<file path="src/rtl/pipe_ctrl_pkg.sv">
// Shared types for the pipeline hazard/trap controller.
package pipe_ctrl_pkg;

  // PC source select driven to the fetch stage
  typedef enum logic [1:0] {
    PC_PLUS4  = 2'd0,
    PC_BRANCH = 2'd1,
    PC_TRAP   = 2'd2,
    PC_MEPC   = 2'd3
  } pc_sel_e;

  // Trap sequencing states
  typedef enum logic [1:0] {
    RUN   = 2'd0,
    DRAIN = 2'd1,
    SAVE  = 2'd2,
    FLUSH = 2'd3
  } hz_state_e;

endpackage

</file>
<file path="src/rtl/stall_watchdog.sv">
// Counts consecutive memory-stall cycles and raises a sticky timeout flag.
module stall_watchdog
  import pipe_ctrl_pkg::*;
#(
  parameter int unsigned WAIT_MAX = 255
) (
  input  logic clk,
  input  logic reset,
  input  logic mstall,
  output logic timeout_err
);

  localparam int unsigned CNT_W = (WAIT_MAX < 2) ? 1 : $clog2(WAIT_MAX + 1);

  logic [CNT_W-1:0] wait_cnt;
  logic             hit_c;

  // The increment that lands on WAIT_MAX (or any stall once saturated) trips the flag
  assign hit_c = mstall & (wait_cnt >= CNT_W'(WAIT_MAX - 1));

  // Saturating consecutive-stall counter, cleared by any advancing cycle
  always_ff @(posedge clk or negedge reset) begin
    if (!reset) begin
      wait_cnt <= '0;
    end else if (!mstall) begin
      wait_cnt <= '0;
    end else if (wait_cnt != CNT_W'(WAIT_MAX)) begin
      wait_cnt <= wait_cnt + CNT_W'(1);
    end
  end

  // Sticky timeout, cleared only by reset
  always_ff @(posedge clk or negedge reset) begin
    if (!reset) begin
      timeout_err <= 1'b0;
    end else if (hit_c) begin
      timeout_err <= 1'b1;
    end
  end

endmodule

</file>
<file path="src/rtl/pipe_hazard_ctrl.sv">
// Central stall/flush scheduler: memory waits, load-use, branches, trap entry and mret.
module pipe_hazard_ctrl
  import pipe_ctrl_pkg::*;
#(
  parameter int unsigned DRAIN_CYC = 3,
  parameter int unsigned WAIT_MAX  = 255
) (
  input  logic       clk,
  input  logic       reset,
  input  logic       im_req,
  input  logic       im_ready,
  input  logic       dm_req,
  input  logic       dm_ready,
  input  logic [4:0] ID_rs1_addr,
  input  logic [4:0] ID_rs2_addr,
  input  logic       ID_uses_rs1,
  input  logic       ID_uses_rs2,
  input  logic [4:0] EX_write_addr,
  input  logic       EX_is_load,
  input  logic       EX_branch_taken,
  input  logic       EX_mret,
  input  logic       irq_pending,
  output logic       im_stall,
  output logic       dm_stall,
  output logic       CSR_stall,
  output logic       CSR_reset,
  output logic       pc_hold,
  output logic       IFID_stall,
  output logic       IFID_flush,
  output logic       IDEX_flush,
  output logic [1:0] pc_sel,
  output logic       trap_save,
  output logic       timeout_err
);

  localparam int unsigned DCNT_W = (DRAIN_CYC < 2) ? 1 : $clog2(DRAIN_CYC + 1);

  hz_state_e          state_q, state_d;
  logic [DCNT_W-1:0]  drain_q, drain_d;
  pc_sel_e            sel_q, sel_d;

  logic               mstall;
  logic               load_use_c;
  logic               csr_stall_c, csr_reset_c, pc_hold_c, ifid_stall_c;
  logic               ifid_flush_c, idex_flush_c, trap_save_c;
  pc_sel_e            pc_sel_c;

  // Memory handshake stalls
  assign im_stall = im_req & ~im_ready;
  assign dm_stall = dm_req & ~dm_ready;
  assign mstall   = im_stall | dm_stall;

  // Load-use hazard against the EX destination; x0 never hazards
  assign load_use_c = EX_is_load & (EX_write_addr != 5'd0) &
                      ((ID_uses_rs1 & (ID_rs1_addr == EX_write_addr)) |
                       (ID_uses_rs2 & (ID_rs2_addr == EX_write_addr)));

  // State, drain counter and latched PC select
  always_ff @(posedge clk or negedge reset) begin
    if (!reset) begin
      state_q <= RUN;
      drain_q <= '0;
      sel_q   <= PC_PLUS4;
    end else begin
      state_q <= state_d;
      drain_q <= drain_d;
      sel_q   <= sel_d;
    end
  end

  // Next-state and control decode
  always_comb begin
    state_d      = state_q;
    drain_d      = drain_q;
    sel_d        = sel_q;
    csr_stall_c  = 1'b0;
    csr_reset_c  = 1'b0;
    pc_hold_c    = 1'b0;
    ifid_stall_c = 1'b0;
    ifid_flush_c = 1'b0;
    idex_flush_c = 1'b0;
    trap_save_c  = 1'b0;
    pc_sel_c     = PC_PLUS4;
    unique case (state_q)
      RUN: begin
        if (!mstall) begin
          if (irq_pending) begin
            state_d = DRAIN;
            drain_d = DCNT_W'(DRAIN_CYC);
          end else if (EX_mret) begin
            state_d = FLUSH;
            sel_d   = PC_MEPC;
          end else if (EX_branch_taken) begin
            ifid_flush_c = 1'b1;
            idex_flush_c = 1'b1;
            pc_sel_c     = PC_BRANCH;
          end else if (load_use_c) begin
            pc_hold_c    = 1'b1;
            ifid_stall_c = 1'b1;
            idex_flush_c = 1'b1;
          end
        end
      end
      DRAIN: begin
        pc_hold_c    = 1'b1;
        ifid_stall_c = 1'b1;
        idex_flush_c = 1'b1;
        if (!mstall) begin
          // The advancing cycle that takes the count to zero is the last drain cycle
          if (drain_q <= DCNT_W'(1)) begin
            drain_d = '0;
            state_d = SAVE;
          end else begin
            drain_d = drain_q - DCNT_W'(1);
          end
        end
      end
      SAVE: begin
        csr_stall_c = 1'b1;
        trap_save_c = 1'b1;
        pc_hold_c   = 1'b1;
        if (!mstall) begin
          state_d = FLUSH;
          sel_d   = PC_TRAP;
        end
      end
      FLUSH: begin
        csr_reset_c  = 1'b1;
        ifid_flush_c = 1'b1;
        idex_flush_c = 1'b1;
        pc_sel_c     = sel_q;
        if (!mstall) begin
          state_d = RUN;
        end
      end
      default: begin
        state_d = RUN;
      end
    endcase
  end

  // Controls are forced low while reset is held
  assign CSR_stall  = reset & csr_stall_c;
  assign CSR_reset  = reset & csr_reset_c;
  assign pc_hold    = reset & pc_hold_c;
  assign IFID_stall = reset & ifid_stall_c;
  assign IFID_flush = reset & ifid_flush_c;
  assign IDEX_flush = reset & idex_flush_c;
  assign trap_save  = reset & trap_save_c;
  assign pc_sel     = reset ? pc_sel_c : PC_PLUS4;

  stall_watchdog #(
    .WAIT_MAX(WAIT_MAX)
  ) u_stall_watchdog (
    .clk        (clk),
    .reset      (reset),
    .mstall     (mstall),
    .timeout_err(timeout_err)
  );

endmodule

</file>
<file path="config.mk">
export PLATFORM = sky130hd
export DESIGN_NAME = pipe_hazard_ctrl
export DESIGN_NICKNAME = d
export VERILOG_FILES = /design/src/rtl/pipe_ctrl_pkg.sv /design/src/rtl/stall_watchdog.sv /design/src/rtl/pipe_hazard_ctrl.sv
export SDC_FILE = /design/constraint.sdc
export NUM_CORES = 1
export LEC_CHECK = 0
export ABC_AREA = 1
export BUFFER_PORTS_ARGS = -buffer_cell sky130_fd_sc_hd__buf_4
export CAP_MARGIN = 20
export CORE_AREA = 2 2 50 52
export DETAILED_ROUTE_END_ITERATION = 12
export DIE_AREA = 0 0 52 54
export PLACE_DENSITY_LB_ADDON = 0.1
export SYNTH_ARGS = -nofsm -noshare
export SYNTH_HDL_FRONTEND = slang
export SYNTH_SLANG_ARGS = --single-unit
</file>
<file path="constraint.sdc">
create_clock -name clk -period 5.38 [get_ports clk]
set_clock_uncertainty 0.1 [all_clocks]
set_input_delay 1.076 -clock clk [delete_from_list [all_inputs] [get_ports clk]]
set_output_delay 1.076 -clock clk [all_outputs]
set_load 0.02 [all_outputs]
</file>
# Yosys cells after proc, flatten, opt, wreduce, memory -nomap -nowiden
# Index checks and enable logic that the tools add are counted.
totals:
  inputBits: 27
  elab_cells: 95
  ff_bits: 15
op_classes:
  addsub: 2
  bitwise_logic: 17
  order_cmp: 2
  reduce_logical: 9
  n_mux: 44
  eq_ne: 16
op_table:
  columns: ["op", "n"]
  rows:
  - ["$mux W2", 15]
  - ["$mux W1", 19]
  - ["$ne A2 B2 Y1 const B", 9]
  - ["$mux W8", 2]
  - ["$and A1 B1 Y1", 13]
  - ["$pmux W2 S2", 3]
  - ["$eq A5 B5 Y1", 2]
  - ["$add A8 B1 Y8 const B", 1]
  - ["$ge A8 B8 Y1 const B", 1]
  - ["$ne A8 B8 Y1 const B", 1]
  - ["$pmux W1 S2", 4]
  - ["$pmux W2 S4", 1]
  - ["$reduce_and A6 Y1", 1]
  - ["$reduce_and A5 Y1", 1]
  - ["$reduce_bool A5 Y1", 1]
  - ["$eq A2 B2 Y1 const B", 2]
  - ["$reduce_and A4 Y1", 1]
  - ["$reduce_bool A2 Y1", 2]
  - ["$reduce_or A2 Y1", 2]
  - ["$ne A3 B3 Y1 const B", 1]
  - ["$eq A2 B1 Y1 const B", 1]
  - ["$le A2 B1 Y1 const B", 1]
  - ["$logic_not A2 Y1", 1]
  - ["$not A1 Y1", 2]
  - ["2 further kinds", 3]

# Longest topological paths before layout
depth:
  word_depth: 11
  mapped_depth: 9
  depth_no_buf: 8

# By module
# From an unflattened synthesis, not the netlist that was laid out.
hier_totals:
  cells_unflattened: 197
  area_unflattened_um2: 1261.2
modules_own_cells:
  columns: ["mod", "area_each_um2", "seq_area_each_um2", "n_inst", "cells_per_inst"]
  rows:
  - ["pipe_hazard_ctrl", 744.5, 150.1, 1, 132]
  - ["stall_watchdog", 516.7, 225.2, 1, 65]

# Least setup slack after synthesis
# OpenSTA, ideal clock, no wires.
synth_timing:
  path_type: "in2out"
  startpoint: "in EX_mret"
  endpoint: "out pc_sel[0]"
  slack_ps: 2183
  t_required_ps: 4204
  t_arrival_ps: 2021
  path_stages: 7
  cell_sequence: "nor2_1 > nand2_1 > nor2_1 > nand2_1 > nand2_1 > nand2_1 > nor3_1"
synth_via:
  elab_chain_len: 5
synth_rtl:
  columns: ["element", "line_no", "text"]
  rows:
  - ["from (decl)", "pipe_hazard_ctrl.sv:21", "input logic EX_mret,"]
  - ["$mux W1", "pipe_hazard_ctrl.sv:90", "end else if (EX_mret) begin"]
  - ["$mux W1", "pipe_hazard_ctrl.sv:87", "if (irq_pending) begin"]
  - ["$mux W1", "pipe_hazard_ctrl.sv:86", "if (!mstall) begin"]
  - ["$pmux W2 S2", "pipe_hazard_ctrl.sv:84", "unique case (state_q)"]
  - ["$mux W2", "pipe_hazard_ctrl.sv:150", "assign pc_sel = reset ? pc_sel_c : PC_PLUS4;"]
  - ["to (decl)", "pipe_hazard_ctrl.sv:31", "output logic [1:0] pc_sel,"]
# Every way passes these cells.

# Worst setup path after layout
layout_timing:
  startpoint: "in im_req"
  endpoint: "out pc_hold"
layout_via:
  elab_chain_len: 5
layout_rtl:
  columns: ["element", "line_no", "text"]
  rows:
  - ["from (decl)", "pipe_hazard_ctrl.sv:10", "input logic im_req,"]
  - ["$and A1 B1 Y1", "pipe_hazard_ctrl.sv:49", "assign im_stall = im_req & ~im_ready;"]
  - ["$or A1 B1 Y1", "pipe_hazard_ctrl.sv:51", "assign mstall = im_stall | dm_stall;"]
  - ["$mux W1", "pipe_hazard_ctrl.sv:86", null]
  - ["$pmux W1 S2", "pipe_hazard_ctrl.sv:84", null]
  - ["$and A1 B1 Y1", "pipe_hazard_ctrl.sv:145", "assign pc_hold = reset & pc_hold_c;"]
  - ["to (decl)", "pipe_hazard_ctrl.sv:27", "output logic pc_hold,"]
# Every way passes these cells.

==> impl_summary.log <==
INFO  metric outcome = finished clean
INFO  metric synth_top_family_by_area = simple AND/OR/NAND/NOR gates
INFO  metric clock_tree_from_tritoncts = yes
INFO  metric combPwrFrac = 53.6%
INFO  metric share_of_layout_cells_above_drive_strength_1 = 22.7%
INFO  metric ys_dominant_reg_cell = sky130_fd_sc_hd__dfrtp_1
INFO  metric slew_viol_final = 0
INFO  metric power_frac_seq = 32.7%
INFO  metric synthCells = 185
INFO  metric slowest_delay = 270 ps
INFO  metric clock_sinks = 15
INFO  metric synth.yosys.warnings = 0
INFO  metric crit_fanout = 11
INFO  metric detailed_route_via_count = 1,234
INFO  metric vdd_drop_max = 0.253 mV
INFO  metric number_of_top_level_design_ports = 39
INFO  metric detail_route.wirelength = 2.68 mm
INFO  metric fmax = 276 MHz
INFO  metric weighted_congestion_at_the_end_of_routability_driven_global_placement = 0.865
INFO  metric tightestPinTransition = 721 ps
INFO  metric crit_buf_inv = 2
INFO  metric chipHeight = 54 um
INFO  metric switching_share = 43.9%
INFO  metric cts-root-to-sink-buffers = 2
INFO  metric total_power = 0.475 mW
INFO  metric crit_chain = buf_4, nand2_1, o21ai_1, nor2_1, nand2_1, nor2_1, nand3_1, a21oi_1, buf_4
INFO  metric setup_violations = 0
INFO  metric critPathCaptureType = primary output
INFO  metric global_route.usage.total = 21.3%
INFO  metric initial_antenna_violation_count = 0
INFO  metric final_common_cell = sky130_fd_sc_hd__nand2_1
INFO  metric synthXorXnorAreaFrac = 0%
INFO  metric dpl-instance-area = 0.00149 sq mm
INFO  metric synthDominantCellAreaShare = 31.8%
INFO  metric antennaDiodeCount = 0
INFO  metric clkPwrFrac = 13.8%
INFO  metric power_leakage = 0.875 nW
INFO  metric p_int = 0.266 mW
INFO  metric flow.area_growth_from_synthesis = 28.7%
INFO  metric power.density_cell_area = 313 mW/mm^2
INFO  metric setup_tns = 0 ps
INFO  metric netlist_area_before_placement = 0.00118 sq mm
INFO  metric drtAntennaViolNets = 0
INFO  metric layout_worst_path_cycle_share = 67.3%
INFO  metric grt_start_max_net_pins = 21
INFO  metric drt-wirelength-per-cell = 10.5 um
INFO  metric whs = 367 ps
INFO  metric via_count_of_the_first_global_routing_pass = 1,158
INFO  metric number_of_flip_flops_and_latches_in_the_synthesized_netlist = 15
INFO  metric synth-compound-area-share = 13.8%
INFO  metric cell_at_the_slowest_stage_of_the_critical_path = sky130_fd_sc_hd__nor2_1
INFO  metric die_width = 52 um
INFO  metric cts-root-buf = sky130_fd_sc_hd__clkbuf_4
INFO  metric post_synth_top_area_cell = sky130_fd_sc_hd__dfrtp_1
INFO  metric placement.io_buffers = 38
INFO  metric postSynthAreaPerCell = 6.37 sq um
INFO  metric hpwlAfterDp = 2.19 mm
INFO  metric final-hold-violation-count = 0
INFO  metric worst-endpoint-required = 4200 ps
INFO  metric mappedNetlistNets = 219
INFO  metric initial_utilization = 50.8%
INFO  metric floorplan.die_area = 0.00281 sq mm
INFO  metric clkLatencyLatePin = 290 ps
INFO  metric unrepaired_setup_endpoints_after_global_routing = no
INFO  metric synth-simple-area-share = 33.8%
INFO  metric synth.area.mux_share = 0%
INFO  metric most-common-layout-cells = sky130_fd_sc_hd__nand2_1, sky130_fd_sc_hd__buf_4, sky130_fd_sc_hd__inv_1, sky130_fd_sc_hd__nor2_1, sky130_fd_sc_hd__dfrtp_1
INFO  metric number_of_flops_mapped_to_enable_cells_by_yosys = 0
INFO  metric min-delay-path-class = flip-flop to flip-flop
INFO  metric row_count = 18
INFO  metric remaining_global_route_overflow = 0
INFO  metric path_clk_slew = 90 ps
INFO  metric hold_buffers = 0
INFO  metric tritoncts.num_buffers = 3
INFO  metric final_nets = 260
INFO  metric remaining_drc_errors = 0
INFO  metric start_kind = input pin
INFO  metric core_region_area = 0.00232 sq mm
INFO  metric cts_htree_levels = 1
INFO  metric seq_area_frac_synth = 31.8%
INFO  metric timing.final.crit_period = 3620 ps
INFO  metric postSynth.asyncResetShare = 100%
INFO  metric slew_headroom = 51.6%
INFO  metric viasPerCell = 4.84
INFO  metric total_switching_power = 0.209 mW
INFO  metric number_of_gates_given_a_new_drive_strength_after_cts = 0
INFO  metric first_iter_violations = 17
INFO  metric synth_fa_ha_area_share = 7.43%
INFO  metric critical_path_arrival = 2450 ps
INFO  metric wire_length_of_the_first_global_routing_pass = 4.55 mm
INFO  metric yosysUniqueCellTypes = 22
INFO  metric synthTopCellsByArea = sky130_fd_sc_hd__dfrtp_1, sky130_fd_sc_hd__nand2_1, sky130_fd_sc_hd__inv_1
INFO  metric path_delay_family = simple AND/OR/NAND/NOR gates
INFO  metric drv.max_cap_violation_count = 0
INFO  metric cts.repair_timing.setup_buffer_count = 0
INFO  metric crit_type = input pin to primary output
INFO  metric detail_route.first_pass.iterations = 4
INFO  metric postLayoutCellArea = 0.00152 sq mm
kinds of logic (layout without fill, tap and decap cells):
| kind of cell | count (synthesis) | in the layout |
|---|---|---|
| DFF | 15 | 15 |
| AOI/OAI and AO/OA | 29 | 29 |
| buffers and inverters | 40 | 80 |
| and+or+nand+nor | 94 | 94 |
| adders and majority gates | 7 | 7 |
per-stage QoR:
| step | std cells | setup WS [ps] | util [%] |
|---|---|---|---|
| after detailed placement | 251 | 1750 | 64.2 |
| after floorplan | 185 | 2180 | - |
| after global routing | 255 | 1640 | 65.4 |
| after CTS | 255 | 1730 | 65.4 |
| final | 255 | 1760 | 65.4 |
| after global placement | 251 | 1850 | 64.2 |
tightest hold or removal path, delay by kind of cell (launching register included):
| family | cells | cell delay, ps |
|---|---|---|
| buf+inv | 1 | 50 |
| simple gates | 1 | 60 |
| flops | 1 | 330 |
flip-flops by register name, summed over array words and instances (netlist names):
| signal | count |
|---|---|
| state_q | 2 |
| u_stall_watchdog.timeout_err | 1 |
| drain_q | 2 |
| u_stall_watchdog.wait_cnt | 8 |
| sel_q | 2 |
layout make-up:
| cell class | count | area (sq um) |
|---|---|---|
| Fill cell | 209 | 803 |
| Multi-Input combinational cell | 130 | 648 |
| Sequential cell | 15 | 375 |
| Timing Repair Buffer | 38 | 285 |
| Inverter | 38 | 143 |
| Tap cell | 30 | 37.5 |
| Clock buffer | 3 | 22.5 |
| Clock inverter | 1 | 5.00 |
power groups by stage:
stage | Sequential, mW | Clock (mW) | Combinational (mW)
4_1_cts | 0.155 | 0.0666 | 0.254
6_report | 0.155 | 0.0655 | 0.254
2_1_floorplan | 0.152 | 0 | 0.171
5_1_grt | 0.159 | 0.0723 | 0.286
3_3_place_gp | 0.156 | 0 | 0.246
3_5_place_dp | 0.158 | 0 | 0.253
synth_stat cells, drive strengths merged (2+ instances only):
cell type / count
nor3: 6
nand3: 12
dfrtp: 15
nor2: 21
buf: 2
a31oi: 4
ha: 7
or2: 2
inv: 38
o21ai: 14
nand2: 53
a21oi: 7
worst paths after layout:
| kind | start | endpoint | slack (ps) | cells past startpoint |
|---|---|---|---|---|
| setup / recovery | im_req | pc_hold | 1760 | 9 |
| hold / removal | sel_q[1] | sel_q[1] | 370 | 2 |
| setup reg to reg | state_q[0] | state_q[0] | 3730 | 6 |
| hold reg to reg | sel_q[1] | sel_q[1] | 370 | 2 |
| max in group asynchronous | reset | sel_q[0] | 4430 | 1 |
| min in group asynchronous | reset | drain_q[0] | 540 | 1 |
per-layer routing:
layer  track usage (%)  routed length (um)  vias up
li1                  -                   -      660
met1              23.6                1160      535
met2              42.2                1350       33
met3              1.67                 127        6
met4              7.46                  44        0
met5                 0                   0        -
No activity file was read; power rests on OpenSTA's default activity.
